$ cat src/rtl/ex_stage.sv
// Execute stage: operand forwarding, ALU and the EX/MEM pipeline register.
// Also flags load-use hazards against the instruction sitting in ID.
module ex_stage #(
    parameter int D_WIDTH = 32,
    parameter int N_REGS  = 32,
    parameter int RF_SIZE = $clog2(N_REGS),
    parameter int OP_SIZE = 4
) (
    input  logic               clk,
    input  logic               rst_n,
    input  logic               en,
    input  logic               bubble,
    input  logic [RF_SIZE-1:0] rs1_ex,
    input  logic [RF_SIZE-1:0] rs2_ex,
    input  logic [D_WIDTH-1:0] rs1_val_ex,
    input  logic [D_WIDTH-1:0] rs2_val_ex,
    input  logic [D_WIDTH-1:0] imm_ex,
    input  logic [RF_SIZE-1:0] rd_ex,
    input  logic               reg_write_ex,
    input  logic               alu_src_imm_ex,
    input  logic [OP_SIZE-1:0] alu_op_ex,
    input  logic               mem_we_ex,
    input  logic               mem_re_ex,
    input  logic               mem_to_reg_ex,
    input  logic [RF_SIZE-1:0] id_rs1,
    input  logic [RF_SIZE-1:0] id_rs2,
    input  logic               wb_we,
    input  logic [RF_SIZE-1:0] wb_rd,
    input  logic [D_WIDTH-1:0] wb_data,
    output logic [D_WIDTH-1:0] alu_result_mem,
    output logic [D_WIDTH-1:0] store_data_mem,
    output logic [RF_SIZE-1:0] rd_mem,
    output logic               reg_write_mem,
    output logic               mem_we_mem,
    output logic               mem_re_mem,
    output logic               mem_to_reg_mem,
    output logic               load_use_stall
);

    // A MEM-stage load holds only an address, so it is never a forward source.
    logic mem_fwd_ok;
    logic wb_fwd_ok;
    logic [D_WIDTH-1:0] op_a;
    logic [D_WIDTH-1:0] rs2_fwd;
    logic [D_WIDTH-1:0] op_b;
    logic [D_WIDTH-1:0] alu_res;

    assign mem_fwd_ok = reg_write_mem && !mem_to_reg_mem && (rd_mem != '0);
    assign wb_fwd_ok  = wb_we && (wb_rd != '0);

    // Forward mux per source: MEM result first, then WB data, else RF.
    always_comb begin
        op_a    = rs1_val_ex;
        rs2_fwd = rs2_val_ex;
        if (mem_fwd_ok && (rd_mem == rs1_ex))
            op_a = alu_result_mem;
        else if (wb_fwd_ok && (wb_rd == rs1_ex))
            op_a = wb_data;
        if (mem_fwd_ok && (rd_mem == rs2_ex))
            rs2_fwd = alu_result_mem;
        else if (wb_fwd_ok && (wb_rd == rs2_ex))
            rs2_fwd = wb_data;
    end

    assign op_b = alu_src_imm_ex ? imm_ex : rs2_fwd;

    // ALU; unknown op codes produce zero.
    always_comb begin
        alu_res = '0;
        case (alu_op_ex)
            OP_SIZE'(0): alu_res = op_a + op_b;
            OP_SIZE'(1): alu_res = op_a - op_b;
            OP_SIZE'(2): alu_res = op_a & op_b;
            OP_SIZE'(3): alu_res = op_a | op_b;
            OP_SIZE'(4): alu_res = op_a ^ op_b;
            OP_SIZE'(5): alu_res = ($signed(op_a) < $signed(op_b))
                                   ? D_WIDTH'(1) : '0;
            default:     alu_res = '0;
        endcase
    end

    // Stall when a load in EX writes a register the ID instruction reads.
    assign load_use_stall = mem_re_ex && (rd_ex != '0) &&
                            ((rd_ex == id_rs1) || (rd_ex == id_rs2));

    // EX/MEM register: reset, then bubble, then advance, else hold.
    always_ff @(posedge clk) begin
        if (!rst_n || bubble) begin
            alu_result_mem <= '0;
            store_data_mem <= '0;
            rd_mem         <= '0;
            reg_write_mem  <= 1'b0;
            mem_we_mem     <= 1'b0;
            mem_re_mem     <= 1'b0;
            mem_to_reg_mem <= 1'b0;
        end else if (en) begin
            alu_result_mem <= alu_res;
            store_data_mem <= rs2_fwd;
            rd_mem         <= rd_ex;
            reg_write_mem  <= reg_write_ex;
            mem_we_mem     <= mem_we_ex;
            mem_re_mem     <= mem_re_ex;
            mem_to_reg_mem <= mem_to_reg_ex;
        end
    end

endmodule

$ cat config.mk
export PLATFORM = sky130hd
export DESIGN_NAME = ex_stage
export DESIGN_NICKNAME = d
export VERILOG_FILES = /design/src/rtl/ex_stage.sv
export SDC_FILE = /design/constraint.sdc
export NUM_CORES = 1
export LEC_CHECK = 0
export BUFFER_PORTS_ARGS = -buffer_cell sky130_fd_sc_hd__buf_2
export CAP_MARGIN = 20
export CORE_UTILIZATION = 45
export CTS_CLUSTER_DIAMETER = 40
export DETAILED_ROUTE_END_ITERATION = 6
export HOLD_SLACK_MARGIN = 0.12
export PLACE_DENSITY = 0.7
export SLEW_MARGIN = 20
export SYNTH_ARGS = -nofsm -noshare
export SYNTH_HDL_FRONTEND = slang
export SYNTH_SLANG_ARGS = --single-unit
$ cat constraint.sdc
create_clock -name clk -period 6.5 [get_ports clk]
set_clock_uncertainty 0.1 [all_clocks]
set_input_delay 1.3 -clock clk [delete_from_list [all_inputs] [get_ports clk]]
set_output_delay 1.3 -clock clk [all_outputs]
set_load 0.005 [all_outputs]
# == After elaboration in Yosys (flattened, before gate mapping) ==
# Cells that the tools add are included.
# word_totals
latchBits,0
elab_cells,48
mem_bits_ro,0
input_bits,172
ram_bits,0
mem_count,0
output_inout_bits,74
ff_bits,73
# classes
n_div,0
mul,0
eq_ne,11
n_addsub,2
magnitude_cmp,1
n_shift,0
muxes,7
n_bitwise,3
n_reduce_logical,17
# ops
cell,count
$pmux 32 s6,1
$mux 32,5
$add 32x32->32,1
$and 32x32->32,1
$lt 32x32->1,1
$or 32x32->32,1
$sub 32x32->32,1
$xor 32x32->32,1
$eq 5x5->1,6
$reduce_bool 5->1,3
$logic_and 1x1->1,9
$eq 4x2->1 const B,2
$eq 4x3->1 const B,2
$eq 4x1->1 const B,1
$logic_not 4->1,1
$logic_not 1->1,2
$logic_or 1x1->1,2
$mux 1,1

# == Longest topological paths before layout ==
# logic_depth
ltp_word,9
ltp_mapped,18
ltp_nobuf,17

# == Worst setup path after synthesis ==
# OpenSTA, ideal clock, no wires.
# synth_path
kind,input port to flip-flop
startpoint,input port wb_rd[4]
endpoint,register alu_result_mem[22]
setup_ps,129
path_stages,18
t_arrival_ps,5464
path_slack_ps,807
t_required_ps,6271
path_cell_list,xnor2_1 nand3_1 nor4_1 buf_2 mux2i_1 o21ai_1 mux2_2 ha_1 fa_1 o21ba_1 o311a_1 o2111ai_2 a211oi_2 o31ai_1 a21oi_1 mux2_1 nand3_1 o211ai_1
# synth_between
elab_chain_len,8
# synth_rtl
item,line,rtl
from (decl),28,"input logic [RF_SIZE-1:0] wb_rd,"
$reduce_bool 5->1,49,assign wb_fwd_ok = wb_we && (wb_rd != '0);
$logic_and 1x1->1,49,
$logic_and 1x1->1,61,else if (wb_fwd_ok && (wb_rd == rs2_ex))
$mux 32,61,
$mux 32,59,if (mem_fwd_ok && (rd_mem == rs2_ex))
$mux 32,65,assign op_b = alu_src_imm_ex ? imm_ex : rs2_fwd;
$sub 32x32->32 (tied with other cells),72,OP_SIZE'(1): alu_res = op_a - op_b;
$pmux 32 s6 (*),70,case (alu_op_ex)
to (signal assigned),97,alu_result_mem <= alu_res;
to (decl),30,"output logic [D_WIDTH-1:0] alu_result_mem,"
# Mark *: on every way between the ends. The rest lies on a longest branch, timed or not.
# A chain may end at the register's enable or synchronous reset.

# == Worst setup path after layout ==
# layout_path
startpoint,input port wb_rd[3]
endpoint,register alu_result_mem[22]
# Same word-level chain as after synthesis.

==> tab_implementation.tex <==
\begin{tabular}{lr}
\hline
Metric & Value \\
\hline
\multicolumn{2}{l}{\textbf{Yosys}} \\
\quad Yosys warning total & 0 \\
\quad Proportion of register bits with asynchronous set or reset after synthesis & 0\% \\
\quad Most used DFF post-synth & sky130\_fd\_sc\_hd\_\_dfxtp\_1 \\
\quad Synth cell types & 77 \\
\quad Number of flip-flops and latches in the synthesized netlist & 73 \\
\quad Sequential share of the synthesized area & 15.2\% \\
\quad Total nets after synthesis & 1,588 \\
\quad Mean instance size in the synthesized netlist & 7.31 um\^{}2 \\
\quad Number of synthesized flops with an enable pin & 0 \\
\quad Post-Syn Area & 9610 um\^{}2 \\
\quad Cell count after synthesis & 1,314 \\
\multicolumn{2}{l}{\textbf{Global route}} \\
\quad Total track usage & 32.1\% \\
\quad Largest net degree at the start of global routing & 65 \\
\quad Number of antenna violations at the first check in global routing & 0 \\
\quad Gr ovfl total & 0 \\
\quad Global-route wire length before repair & 55,000 um \\
\quad Vias in the first global route & 10,000 \\
\multicolumn{2}{l}{\textbf{Die}} \\
\quad Floorplan core area & 21,000 um\^{}2 \\
\quad Die Footprint & 21,900 um\^{}2 \\
\quad Total I/O pin count & 246 \\
\quad DIE HEIGHT & 148 um \\
\quad Site Rows & 53 \\
\quad Initial Utilization & 45.9\% \\
\quad Chip width & 148 um \\
\multicolumn{2}{l}{\textbf{Critical path}} \\
\quad Count of cells along the worst register-to-register path & 17 \\
\quad Critical Path Fanout Max & 32 \\
\quad Worst reg-to-reg setup slack & 1.40 ns \\
\quad Endpoint of the worst register-to-register path & alu\_result\_mem[27] \\
\quad Biggest cell delay along the critical path & 0.51 ns \\
\quad Standard cell with the maximum stage delay on the critical path & sky130\_fd\_sc\_hd\_\_or4\_1 \\
\quad Buffer and inverter count on the worst path & 3 \\
\quad Sort of element at the start of the critical path & primary input \\
\quad Cell Chain, Critical Path & buf\_2 > or4\_1 > o21ai\_1 > nor4\_2 > buf\_12 > mux2i\_1 > o21ai\_1 > mux2i\_1 > inv\_1 > fa\_1 > o21ba\_1 > o311a\_1 > o2111ai\_2 > a211oi\_2 > o31ai\_1 > a21oi\_1 > mux2\_1 > nand3\_1 > o211ai\_1 \\
\quad Type of the worst setup path & primary input to flip-flop \\
\quad Capturing element type of the critical path & flip-flop \\
\quad Arrival time at the worst endpoint & 5.91 ns \\
\quad Critical R2R Launch & rd\_mem[0] \\
\quad Kind of cell adding the most delay to the critical path & compound AO/OA/AOI/OAI gates \\
\quad Worst EP required & 6.63 ns \\
\multicolumn{2}{l}{\textbf{Clocking}} \\
\quad Clock sink count & 73 \\
\quad Number of H-tree branching levels & 3 \\
\quad Clk root buf & sky130\_fd\_sc\_hd\_\_clkbuf\_16 \\
\quad Number of gates given a new drive strength after cts & 0 \\
\quad Buffers inserted by post-CTS timing repair & 0 \\
\quad CTS tree & yes \\
\quad Clk slew on worst S/H paths & 0.07 ns \\
\quad CTS hold repair buffers & 0 \\
\quad Worst skew pair latency & 0.36 ns \\
\quad Clock buffers created by TritonCTS & 9 \\
\quad Clock buffer depth & 2 \\
\multicolumn{2}{l}{\textbf{Timing}} \\
\quad Worst-case headroom to the max-slew limit & 42.0\% \\
\quad Setup\_tns & 0 ns \\
\quad Worst Hold Margin & 0.392 ns \\
\quad Highest clock frequency the design can meet & 173 MHz \\
\quad Actual slew at the worst max-slew pin & 0.869 ns \\
\quad Setup-violating endpoint count in the final report & 0 \\
\quad Minimum clock period & 5.79 ns \\
\quad Max-slew violation count & 0 \\
\quad Unrepaired setup endpoints after global routing & false \\
\quad Period utilization & 89.0\% \\
\quad Number of hold violations in the final report & 0 \\
\multicolumn{2}{l}{\textbf{Hold path}} \\
\quad Min-Delay Path Class & flip-flop to flip-flop \\
\quad WHS Path Cells & 2 \\
\quad Startpoint of the tightest hold check path & store\_data\_mem[30] \\
\quad Endpoint with the worst hold slack & store\_data\_mem[30] \\
\multicolumn{2}{l}{\textbf{Drt}} \\
\quad Sum of routed wire length over all layers & 35,700 um \\
\quad Vias per std cell & 5.89 \\
\quad Routed WL per cell & 19.9 um \\
\quad Via count of the routed design & 10,500 \\
\quad Drt first-iter violations & 956 \\
\quad Antenna-violating nets left & 0 \\
\quad Pre-antenna DRT Iters & 5 \\
\quad Remaining routing DRC violations & 0 \\
\multicolumn{2}{l}{\textbf{Cells and area}} \\
\quad Area of all placed cells without fillers & 11,400 um\^{}2 \\
\quad Ratio of cells with drive above 1 in the final layout & 22.3\% \\
\quad Area growth from synthesis to final layout & 18.5\% \\
\quad Commonest cells after routing, fill and taps aside & 245 x sky130\_fd\_sc\_hd\_\_buf\_2, 119 x sky130\_fd\_sc\_hd\_\_nand2\_1, 112 x sky130\_fd\_sc\_hd\_\_mux2i\_1 \\
\quad Share of the core filled with cells in the final layout & 54.3\% \\
\quad Leading cell type in the layout, fill and taps excluded & sky130\_fd\_sc\_hd\_\_buf\_2 \\
\quad Final nets & 1,783 \\
\multicolumn{2}{l}{\textbf{Pwr}} \\
\quad Power per cell area & 159 nW/um\^{}2 \\
\quad Worst supply voltage drop on vdd & 0.127 mV \\
\quad Leakage power figure & 5.05 nW \\
\multicolumn{2}{l}{\textbf{Placed design}} \\
\quad Gp weighted congestion & 0.995 \\
\quad Input/output buffers & 245 \\
\quad Placed Area & 11,100 um\^{}2 \\
\quad Post-DP HPWL & 26,800 um \\
\multicolumn{2}{l}{\textbf{Run}} \\
\quad Max-cap violations & 0 \\
\multicolumn{2}{l}{\textbf{Outcome}} \\
\quad Run status & completed \\
\hline
\end{tabular}
-- worst reg2reg max path: cells and delay by family (launching register included) --
family	cells	cell delay, ns
simple gates	7	1.81
compound gates	7	1.78
fa+ha+maj	1	0.48
flops	1	0.37
mux	1	0.29
buf+inv	1	0.22
-- stage by stage --
step	power, W	setup slack (ns)	instances
floorplan	0.00102	0.807	1314
global placement	0.00126	0.546	1772
detailed placement	0.00126	0.386	1772
CTS	0.00180	0.757	1788
global route	0.00190	0.386	1789
finish	0.00181	0.713	1790
-- Yosys cell counts (9+ instances only) --
master                     instances  share of area (%)
sky130_fd_sc_hd__a21o_1           15                1.2
sky130_fd_sc_hd__a21oi_1          87                4.5
sky130_fd_sc_hd__a221oi_1         11                1.0
sky130_fd_sc_hd__a22oi_1          22                1.7
sky130_fd_sc_hd__a31oi_1          15               0.98
sky130_fd_sc_hd__buf_2            12               0.63
sky130_fd_sc_hd__clkbuf_1         62                2.4
sky130_fd_sc_hd__dfxtp_1          73                 15
sky130_fd_sc_hd__ha_1            100                 13
sky130_fd_sc_hd__inv_1            97                3.8
sky130_fd_sc_hd__mux2_2           30                3.5
sky130_fd_sc_hd__mux2i_1         112                 12
sky130_fd_sc_hd__nand2_1         119                4.6
sky130_fd_sc_hd__nand3_1          20                1.0
sky130_fd_sc_hd__nor2_1          111                4.3
sky130_fd_sc_hd__nor2b_1          15               0.98
sky130_fd_sc_hd__nor3_1           28                1.5
sky130_fd_sc_hd__nor4_1           15               0.98
sky130_fd_sc_hd__o211ai_1         14                1.1
sky130_fd_sc_hd__o21ai_0         102                5.3
sky130_fd_sc_hd__o21ai_1          44                2.3
sky130_fd_sc_hd__o21bai_1          9               0.70
sky130_fd_sc_hd__o31ai_1           9               0.70
sky130_fd_sc_hd__xnor2_1          37                3.4
sky130_fd_sc_hd__xor2_1           18                1.6
-- power by group --
group | switching (W) | total [W] | internal (W) | leakage (nW)
sequential | 0.00000862 | 0.000466 | 0.000458 | 0.592
clock | 0.000239 | 0.000538 | 0.000299 | 0.135
combinational | 0.000491 | 0.000808 | 0.000317 | 4.32
-- how the worst max path moves through the flow --
stage	from	to	slack, ns	cells past startpoint
global placement	wb_rd[3]	alu_result_mem[30]	0.55	17
floorplan	wb_rd[4]	alu_result_mem[22]	0.81	18
global route	wb_rd[3]	alu_result_mem[27]	0.39	18
finish	wb_rd[3]	alu_result_mem[22]	0.71	19
detailed placement	wb_rd[3]	alu_result_mem[27]	0.39	18
CTS	wb_rd[3]	alu_result_mem[27]	0.76	18
-- state kept, by name (all words and copies together), names as in the netlist --
| name | flops |
|---|---|
| reg_write_mem | 1 |
| rd_mem | 5 |
| mem_re_mem | 1 |
| mem_to_reg_mem | 1 |
| alu_result_mem | 32 |
| store_data_mem | 32 |
| mem_we_mem | 1 |
-- layer usage --
metal	track usage, %	routed length, um	vias up	part of all wire [%]
met4	11.5	1100	0	3.1
met3	4.23	2490	78	7.0
li1	-	-	5095	-
met2	54.0	16400	447	46
met1	41.7	15700	4923	44
met5	0	0	-	0
-- logic make-up after synthesis --
logic type / share of synthesized area, %
multiplexers: 15.3
adder cells (fa/ha/maj): 13.4
flip-flops: 15.2
buffers and inverters: 7.54
XOR/XNOR: 5.01
AND/OR/NAND/NOR: 16.7
AO/OA/AOI/OAI: 26.8
-- cell type report --
type                            instances  area [um^2]
Fill cell                            2050         9570
Multi-Input combinational cell       1056         7460
Sequential cell                        73         1460
Timing Repair Buffer                  269         1450
Inverter                              100          375
Tap cell                              275          344
Clock buffer                           10          229
Clock inverter                          6         66.3
Antenna cell                            1         2.50
Power figures use the tool's default switching activity.
